**src/rtl/fp_minmax_tracker.sv**
```systemverilog
// Streaming half-precision min/max tracker driving an external combinational comparator.
// Optional NaN filtering is enabled by defining FP_MINMAX_NAN_FILTER_EN.
module fp_minmax_tracker #(
  parameter int COUNT_W = 16
) (
  input  logic               clk,
  input  logic               reset,
  input  logic               in_valid,
  input  logic [15:0]        in_data,
  input  logic               in_last,
  output logic               in_ready,
  output logic [15:0]        cmp_x,
  output logic [15:0]        cmp_y,
  input  logic               cmp_negative,
  input  logic               cmp_zero,
  output logic               out_valid,
  input  logic               out_ready,
  output logic [15:0]        out_min,
  output logic [15:0]        out_max,
  output logic [COUNT_W-1:0] out_count,
  output logic               out_nan
);

  typedef enum logic [2:0] {IDLE, ACCEPT, CMP_MIN, CMP_MAX, DONE} state_t;

  state_t             state_q, state_d;
  logic [15:0]        min_q, min_d, max_q, max_d, sample_q, sample_d;
  logic               last_q, last_d, nan_q, nan_d;
  logic [COUNT_W-1:0] count_q, count_d;
  logic               in_hs, is_nan;

`ifdef FP_MINMAX_NAN_FILTER_EN
  assign is_nan = (in_data[14:10] == 5'h1F) && (in_data[9:0] != 10'd0);
`else
  assign is_nan = 1'b0;
`endif

  assign in_ready  = !reset && (state_q == IDLE || state_q == ACCEPT);
  assign in_hs     = in_valid && in_ready;
  assign cmp_x     = sample_q;
  assign cmp_y     = (state_q == CMP_MAX) ? max_q : min_q;
  assign out_valid = (state_q == DONE);
  assign out_min   = min_q;
  assign out_max   = max_q;
  assign out_count = count_q;
  assign out_nan   = nan_q;

  always_comb begin
    state_d  = state_q;
    min_d    = min_q;
    max_d    = max_q;
    sample_d = sample_q;
    last_d   = last_q;
    nan_d    = nan_q;
    count_d  = count_q;
    case (state_q)
      IDLE: begin
        if (in_hs) begin
          if (is_nan) begin
            // a leading NaN does not open the frame; a lone NaN frame reports empty
            nan_d = 1'b1;
            if (in_last) begin
              min_d   = '0;
              max_d   = '0;
              count_d = '0;
              state_d = DONE;
            end
          end else begin
            min_d   = in_data;
            max_d   = in_data;
            count_d = COUNT_W'(1);
            state_d = in_last ? DONE : ACCEPT;
          end
        end
      end
      ACCEPT: begin
        if (in_hs) begin
          if (is_nan) begin
            nan_d = 1'b1;
            if (in_last) state_d = DONE;
          end else begin
            sample_d = in_data;
            last_d   = in_last;
            count_d  = (count_q == {COUNT_W{1'b1}}) ? count_q : count_q + 1'b1;
            state_d  = CMP_MIN;
          end
        end
      end
      CMP_MIN: begin
        if (cmp_negative) min_d = sample_q;
        state_d = CMP_MAX;
      end
      CMP_MAX: begin
        if (!cmp_negative && !cmp_zero) max_d = sample_q;
        state_d = last_q ? DONE : ACCEPT;
      end
      DONE: begin
        if (out_ready) begin
          nan_d   = 1'b0;
          state_d = IDLE;
        end
      end
      default: state_d = IDLE;
    endcase
  end

  always_ff @(posedge clk) begin
    if (reset) begin
      state_q  <= IDLE;
      min_q    <= '0;
      max_q    <= '0;
      sample_q <= '0;
      last_q   <= 1'b0;
      nan_q    <= 1'b0;
      count_q  <= '0;
    end else begin
      state_q  <= state_d;
      min_q    <= min_d;
      max_q    <= max_d;
      sample_q <= sample_d;
      last_q   <= last_d;
      nan_q    <= nan_d;
      count_q  <= count_d;
    end
  end

endmodule

```
**config.mk**
```make
export PLATFORM = sky130hd
export DESIGN_NAME = fp_minmax_tracker
export DESIGN_NICKNAME = d
export VERILOG_FILES = /design/src/rtl/fp_minmax_tracker.sv
export SDC_FILE = /design/constraint.sdc
export NUM_CORES = 1
export LEC_CHECK = 0
export BUFFER_PORTS_ARGS = -buffer_cell sky130_fd_sc_hd__buf_2
export CAP_MARGIN = 20
export CELL_PAD_IN_SITES_DETAIL_PLACEMENT = 1
export CELL_PAD_IN_SITES_GLOBAL_PLACEMENT = 1
export CORE_MARGIN = 4
export CORE_UTILIZATION = 35
export DETAILED_ROUTE_END_ITERATION = 10
export PLACE_DENSITY_LB_ADDON = 0.1
export SETUP_SLACK_MARGIN = 0.02
export SLEW_MARGIN = 30
export SYNTH_ARGS = -nofsm -noshare
export SYNTH_HDL_FRONTEND = slang
export SYNTH_SLANG_ARGS = --single-unit
export TNS_END_PERCENT = 100
```
**constraint.sdc**
```tcl
create_clock -name clk -period 2.3 [get_ports clk]
set_clock_uncertainty 0.15 [all_clocks]
set_input_delay 0.46 -clock clk [delete_from_list [all_inputs] [get_ports clk]]
set_output_delay 0.46 -clock clk [all_outputs]
set_load 0.03 [all_outputs]
```
==> qor.log, run 1 <==
qor: pwr.switching_share 0.3121
qor: route.wire_per_inst 17.11 um
qor: flow_run.maxCapViolCount 0
qor: sta.postLayoutSetupSlackWorst 0.09653 ns
qor: clock_tree.holdBufCountCts 0
qor: placed_design.dpl.cell_count 627
qor: critical_path.critPathSlowestCell dfxtp_2
qor: critical_path.worst_path_cell_trace nand3_4, clkbuf_16, mux2_2, buf_2
qor: global_route.grt_max_degree 40
qor: sta.rsz_0062_raised_after_global_routing false
qor: placed_design.place.port_buffers 104
qor: sta.finalCritPeriodShare 0.9580
qor: sta.fmax 453.8 MHz
qor: route.finalWirelength 11.05 mm
qor: global_route.vias_in_the_first_global_route 3390
qor: pwr.static-leakage-power 1.964 nW
qor: outcome.outcome complete, no violations
qor: critical_path.setup.worst_path.start_class register
qor: clock_tree.numCtsBuffers 9
qor: synthesis.synth.distinct_cells 46
qor: hold_path.holdCritPathClass input pin to register
qor: final_layout.insertedDiodeCount 0
qor: final_layout.postLayoutCoreUtil 0.4864
qor: global_route.wire_length_of_the_first_global_routing_pass 17.71 mm
qor: critical_path.critical_path.n_buffers_inverters 2
qor: synthesis.synth_area_leaders dfxtp_1 40%, mux2i_1 9.7%, a211oi_1 6.9%
qor: die.io-pin-count 106
qor: critical_path.worstPathMaxFanout 8
qor: synthesis.area_share_of_the_largest_cell_type_after_synthesis 0.4018
qor: final_layout.layout-drive-gt1-share 0.3520
qor: pwr.seq_power_share 0.409
qor: pwr.power_density 704.5 nW/um^2
qor: clock_tree.ctsLongestPathBuffers 2
qor: synthesis.fraction_of_the_mapped_netlist_area_in_simple_logic_gates 0.2160
qor: placed_design.dp.final_hpwl 7.598 mm
qor: clock_tree.path_clk_slew 0.09 ns
qor: synthesis.syn_area_per_cell 8.578 um^2
qor: sta.setup_viol 0
qor: synthesis.synth_async_sr_flop_share 0
qor: placed_design.gpl.final_weighted_congestion 0.7369
qor: pwr.share_comb_of_total_power 0.210
qor: route.drt_pre_antenna_iters 4
qor: global_route.number_of_antenna_violations_at_the_first_check_in_global_routing 0
qor: die.start_util 0.3632
qor: sta.final_hold_violations 0
qor: synthesis.synth_adder_area_share 0.003693
qor: final_layout.syn2layout_area_growth 33.90%
qor: route.drt_first_iter_violations 77
qor: route.antenna_violating_nets_post_route 0
qor: clock_tree.cts.root.buffer_cell clkbuf_8
qor: synthesis.synthMuxAreaShare 0.1507
qor: global_route.overflow 0
qor: sta.timing.final.max_slew_violations 0
qor: synthesis.synth_flop_cell dfxtp_1
qor: die.die_height 106.4 um
qor: pwr.switchingPower 0.9976 mW
qor: synthesis.syn_area 3388 um^2
qor: pwr.worst_ir_drop_vdd 303.0 uV
qor: sta.setup-tns-final 0 ns
qor: synthesis.synth_top_family_by_area simple AND/OR/NAND/NOR gates
qor: sta.finalCriticalPeriod 2.203 ns
qor: die.die-area 11320 um^2
qor: synthesis.synth_area_leader_cell dfxtp_1
qor: synthesis.post_synth_most_frequent_cells 68 x dfxtp_1, 54 x nand2_1, 48 x nor2_1
qor: critical_path.critical_path.endpoint_type primary output
qor: final_layout.final-instance-count-excl-fill 646
qor: synthesis.synth_enable_flop_cells 0
qor: die.design.core.area 9328 um^2
qor: critical_path.timing.critical_path.arrival 1.59 ns
qor: route.drt-vias-per-instance 5.272
qor: placed_design.placement.setup.worst_slack 0.08698 ns
qor: synthesis.ys_seq_area_frac 0.4018
qor: route.drc_errors 0
qor: synthesis.yosysMostFrequentCell dfxtp_1
qor: synthesis.syn_inst 395
qor: synthesis.syn_nets 419
qor: sta.fin_hold_ws 0.2105 ns
qor: clock_tree.latest_clock_arrival_within_the_worst_skew_pair 0.35 ns
qor: pwr.power_report.internal_total 2.199 mW
qor: route.route.vias.total 3406
qor: clock_tree.cts-htree-levels 3
qor: pwr.pwr-share-clk 0.381
qor: die.num_rows 35
qor: critical_path.timing.critical_path.max_delay_family flip-flops
qor: clock_tree.cts_tree yes
qor: synthesis.yosysWarnings 0
qor: critical_path.slowest_delay 0.45 ns
qor: critical_path.criticalPathCategory register to primary output
qor: clock_tree.clock-sinks 68
qor: synthesis.yosys_reg_bits 68
qor: synthesis.complex_gate_fraction_of_the_synthesized_area 0.1850
qor: critical_path.timing.critical_path.required 1.69 ns
qor: synthesis.synth_xor_xnor_area_share 0
qor: die.die-width 106.4 um
qor: final_layout.final_nets 536
qor: global_route.grt_util_all_layers 0.1949
qor: critical_path.ff2ff_setup_slack 0.11 ns
[final timing paths]
check / from / end / cells past startpoint
worst max-delay path: state_q[0]$_SDFFE_PP0P_ / cmp_y[2] / 4
worst min-delay path: in_data[6] / cmp_x[6]$_SDFFE_PP0P_ / 3
worst min register to register: cmp_x[7]$_SDFFE_PP0P_ / cmp_x[7]$_SDFFE_PP0P_ / 2
worst max register to register: state_q[2]$_SDFFE_PP0P_ / out_count[8]$_SDFFE_PP0P_ / 6
[worst reg2reg max path, cell delays in order (launching register included)]
cell	delay, ns
dfxtp_4	0.36
buf_4	0.15
or4b_4	0.54
or3_4	0.40
a311o_1	0.34
nand3_1	0.08
o21ai_1	0.06
[repair_timing]
action,in CTS,in global routing
endpoints found under the setup margin,16,19
gates cloned,1,1
gates resized for setup,4,2
endpoints found under the hold margin,0,0
buffers inserted,0,1
[registers in the layout (all words and copies together), names as in the netlist]
name,cells
cmp_x,16
out_count,16
out_max,16
out_min,16
state_q,3
last_q,1
[cell type report]
| type | instances | area, um^2 |
|---|---|---|
| Clock buffer | 10 | 127.6 |
| Clock inverter | 6 | 112.6 |
| Fill cell | 1170 | 4791 |
| Inverter | 3 | 11.26 |
| Multi-Input combinational cell | 297 | 1923 |
| Sequential cell | 68 | 1370 |
| Tap cell | 129 | 161.4 |
| Timing Repair Buffer | 133 | 830.8 |
[metal layers]
layer | track usage | vias up | share of wire
met2 | 0.3326 | 71 | 0.50
met3 | 0.05343 | 10 | 0.047
li1 | - | 1664 | -
met1 | 0.2463 | 1661 | 0.45
met4 | 0.03978 | 0 | 0.010
met5 | 0 | - | 0
[power by group through the flow]
stage               Combinational (mW)  Clock [mW]  Sequential [mW]
floorplan                        0.325           0             1.45
global placement                 0.656           0             1.33
detailed placement               0.668           0             1.34
CTS                              0.672        1.24             1.31
global route                     0.725        1.31             1.32
finish                           0.670        1.22             1.31
[cells by family (layout without fill, tap and decap cells)]
group,after synthesis,after routing
other,1,1
buffers and inverters,30,152
muxes,49,49
AOI/OAI and AO/OA,91,91
adders and majority gates,1,1
and+or+nand+nor,155,155
DFF,68,68
[stage by stage]
stage               total power, mW  cell area (um^2)
finish                        3.196              4537
floorplan                     1.774              3391
detailed placement            2.005              4210
global route                  3.355              4537
global placement              1.988              4210
CTS                           3.226              4489
[layout by cell type (no fill, tap or decap), drive strengths merged, types with 2 or more instances in the layout]
cell / synthesis / routed
o21ai: 9 / 9
a21oi: 30 / 30
mux2: 16 / 16
nor2: 48 / 48
nand2: 54 / 54
nand2b: 5 / 5
or3: 8 / 8
a211oi: 36 / 36
clkbuf: 10 / 11
mux2i: 33 / 33
bufinv: 0 / 3
and3: 2 / 2
clkinv: 0 / 3
a311oi: 2 / 2
a31oi: 2 / 2
or4: 2 / 2
inv: 3 / 3
nand3: 11 / 11
nor3: 8 / 8
dfxtp: 68 / 68
buf: 17 / 131
a41oi: 2 / 2
nand4: 6 / 6
nor3b: 4 / 4
No activity file was read; power rests on OpenSTA's default activity.
==> run 2, diff against run 1 <==
CORE_ASPECT_RATIO = 0.7   (was unset)
CORE_UTILIZATION = 37   (was 35)
CTS_BUF_LIST = sky130_fd_sc_hd__clkbuf_8 sky130_fd_sc_hd__clkbuf_16   (was unset)
==> qor.log, run 2 (synthesis gave the netlist of run 1 again) <==
qor: pwr.seq_power_share 0.358
qor: critical_path.timing.critical_path.arrival 1.62 ns
qor: sta.setup_viol 0
qor: pwr.static-leakage-power 2.065 nW
qor: route.route.vias.total 3549
qor: route.antenna_violating_nets_post_route 0
qor: clock_tree.numCtsBuffers 9
qor: pwr.power_density 771.7 nW/um^2
qor: final_layout.insertedDiodeCount 0
qor: route.drc_errors 0
qor: final_layout.layout_commonest_cell buf_2
qor: sta.rsz_0062_raised_after_global_routing false
qor: route.drt-vias-per-instance 5.485
qor: sta.timing.final.max_slew_violations 0
qor: die.design.core.area 8688 um^2
qor: pwr.switching_share 0.2928
qor: sta.finalCriticalPeriod 2.231 ns
qor: clock_tree.holdBufCountCts 0
qor: sta.final_hold_violations 0
qor: sta.finalCritPeriodShare 0.9698
qor: pwr.share_comb_of_total_power 0.199
qor: clock_tree.latest_clock_arrival_within_the_worst_skew_pair 0.33 ns
qor: critical_path.crit_start state_q[2]$_SDFFE_PP0P_
qor: final_layout.final_nets 546
qor: pwr.pwr-share-clk 0.443
qor: die.io-pin-count 106
qor: critical_path.ff2ff_setup_slack 0.11 ns
qor: sta.relSlewSlack 0.6328
qor: placed_design.gpl.final_weighted_congestion 0.8046
qor: clock_tree.cts-htree-levels 3
qor: route.finalWirelength 12.54 mm
qor: final_layout.multiInputGateArea 1942 um^2
qor: die.start_util 0.3900
qor: final_layout.final-instance-count-excl-fill 647
qor: clock_tree.clock-sinks 68
qor: critical_path.timing.critical_path.required 1.69 ns
qor: clock_tree.ctsLongestPathBuffers 2
qor: critical_path.worstPathMaxFanout 8
qor: placed_design.dpl.cell_count 624
qor: critical_path.critical_path.endpoint_type primary output
qor: flow_run.maxCapViolCount 0
qor: final_layout.fillers 1071
qor: clock_tree.path_clk_slew 0.06 ns
qor: critical_path.worstReg2RegStart state_q[2]$_SDFFE_PP0P_
qor: global_route.wire_length_of_the_first_global_routing_pass 19.41 mm
qor: route.wire_per_inst 19.38 um
qor: pwr.switchingPower 1.072 mW
qor: final_layout.postLayoutCoreUtil 0.5461
qor: critical_path.worst_path_cell_trace clkinvlp_4, nand3_4, buf_12, mux2_2, buf_2
qor: critical_path.cp-endpoint cmp_y[12]
qor: critical_path.ff2ff_path_depth 6
qor: critical_path.critPathSlowestCell dfxtp_4
qor: global_route.grt_max_degree 39
qor: die.die-area 10780 um^2
qor: sta.tightestPinTransition 0.5488 ns
qor: critical_path.criticalPathCategory register to primary output
qor: die.die-width 122.4 um
qor: final_layout.layout-drive-gt1-share 0.3757
qor: global_route.overflow 0
qor: critical_path.worstSetupPathDepth 5
qor: placed_design.dp.final_hpwl 8.322 mm
qor: route.drt_first_iter_violations 216
qor: global_route.grt_util_all_layers 0.2335
qor: outcome.outcome complete, no violations
qor: sta.setup-tns-final 0 ns
qor: pwr.power_report.internal_total 2.589 mW
qor: die.die_height 88.07 um
qor: final_layout.mostFrequentLayoutCells 97 x buf_2, 64 x dfxtp_1, 54 x nand2_1, 47 x nor2_1, 41 x buf_4
qor: critical_path.timing.critical_path.max_delay_family buffers and inverters
qor: critical_path.r2r_end out_count[8]$_SDFFE_PP0P_
qor: critical_path.slowest_delay 0.36 ns
qor: sta.fmax 448.3 MHz
qor: final_layout.seqCellArea 1369 um^2
qor: clock_tree.cts_tree yes
qor: die.num_rows 28
qor: clock_tree.cts.root.buffer_cell clkbuf_16
qor: hold_path.holdCritPathClass input pin to register
qor: pwr.p_total 3.661 mW
qor: global_route.vias_in_the_first_global_route 3620
qor: global_route.number_of_antenna_violations_at_the_first_check_in_global_routing 0
qor: critical_path.setup.worst_path.start_class register
qor: pwr.worst_ir_drop_vdd 377.7 uV
qor: route.drt_pre_antenna_iters 4
qor: final_layout.syn2layout_area_growth 40.03%
qor: placed_design.place.port_buffers 104
qor: critical_path.critical_path.n_buffers_inverters 3
[run 2: layout make-up]
cell class / count / area share
Sequential cell: 68 / 0.2885
Clock buffer: 10 / 0.05037
Multi-Input combinational cell: 297 / 0.4093
Timing Repair Buffer: 143 / 0.1936
Inverter: 3 / 0.003165
Tap cell: 120 / 0.03165
Clock inverter: 6 / 0.02347
[run 2: through the flow]
| stage | setup WS, ns | hold slack (ns) | area [um^2] |
|---|---|---|---|
| after CTS | 0.04076 | 0.2301 | 4678 |
| final | 0.06944 | 0.2426 | 4745 |
| after global routing | 0.02922 | 0.2337 | 4745 |
| after floorplan | 0.03117 | 0.2964 | 3391 |
| after detailed placement | 0.04429 | 0.3211 | 4219 |
| after global placement | 0.1104 | 0.3107 | 4219 |
[run 2: worst reg2reg max path: cells and delay by family, from the launching register on]
kind | cells | cell delay, ns
simple gates | 3 | 1.03
compound gates | 2 | 0.41
flops | 1 | 0.35
buf+inv | 1 | 0.15
[run 2: how the worst min path moves through the flow]
stage                                    startpoint                        end  depth (start not counted)
after floorplan                 last_q$_SDFFE_PP0P_        last_q$_SDFFE_PP0P_                          2
final                                    in_data[8]      cmp_x[8]$_SDFFE_PP0P_                          3
after detailed placement        last_q$_SDFFE_PP0P_        last_q$_SDFFE_PP0P_                          2
after global placement    out_count[1]$_SDFFE_PP0P_  out_count[1]$_SDFFE_PP0P_                          2
after global routing                     in_data[5]      cmp_x[5]$_SDFFE_PP0P_                          3
after CTS                                in_data[8]      cmp_x[8]$_SDFFE_PP0P_                          3
[run 2: routing by layer]
metal | vias to the layer above | wire, um | part of all wire | track usage
li1 | 1688 | - | - | -
met3 | 6 | 785 | 0.063 | 0.06972
met5 | - | 0 | 0 | 0
met1 | 1749 | 5760 | 0.46 | 0.3158
met2 | 106 | 5924 | 0.47 | 0.3764
met4 | 0 | 70 | 0.0056 | 0.04065
[run 2: power by group through the flow]
stage | Sequential (mW) | Clock (mW) | Combinational [mW]
after CTS | 1.31 | 1.65 | 0.706
final | 1.31 | 1.62 | 0.730
after detailed placement | 1.33 | 0 | 0.685
after global placement | 1.33 | 0 | 0.668
after global routing | 1.32 | 1.71 | 0.783
after floorplan | 1.45 | 0 | 0.325
[run 2: timing repair]
item | 4_1_cts | 5_1_grt
hold endpoints to repair | 0 | 0
pin swaps | 0 | 3
gates resized for setup | 13 | 6
gates cloned | 2 | 1
buffers inserted | 2 | 2
endpoints found under the setup margin | 16 | 24
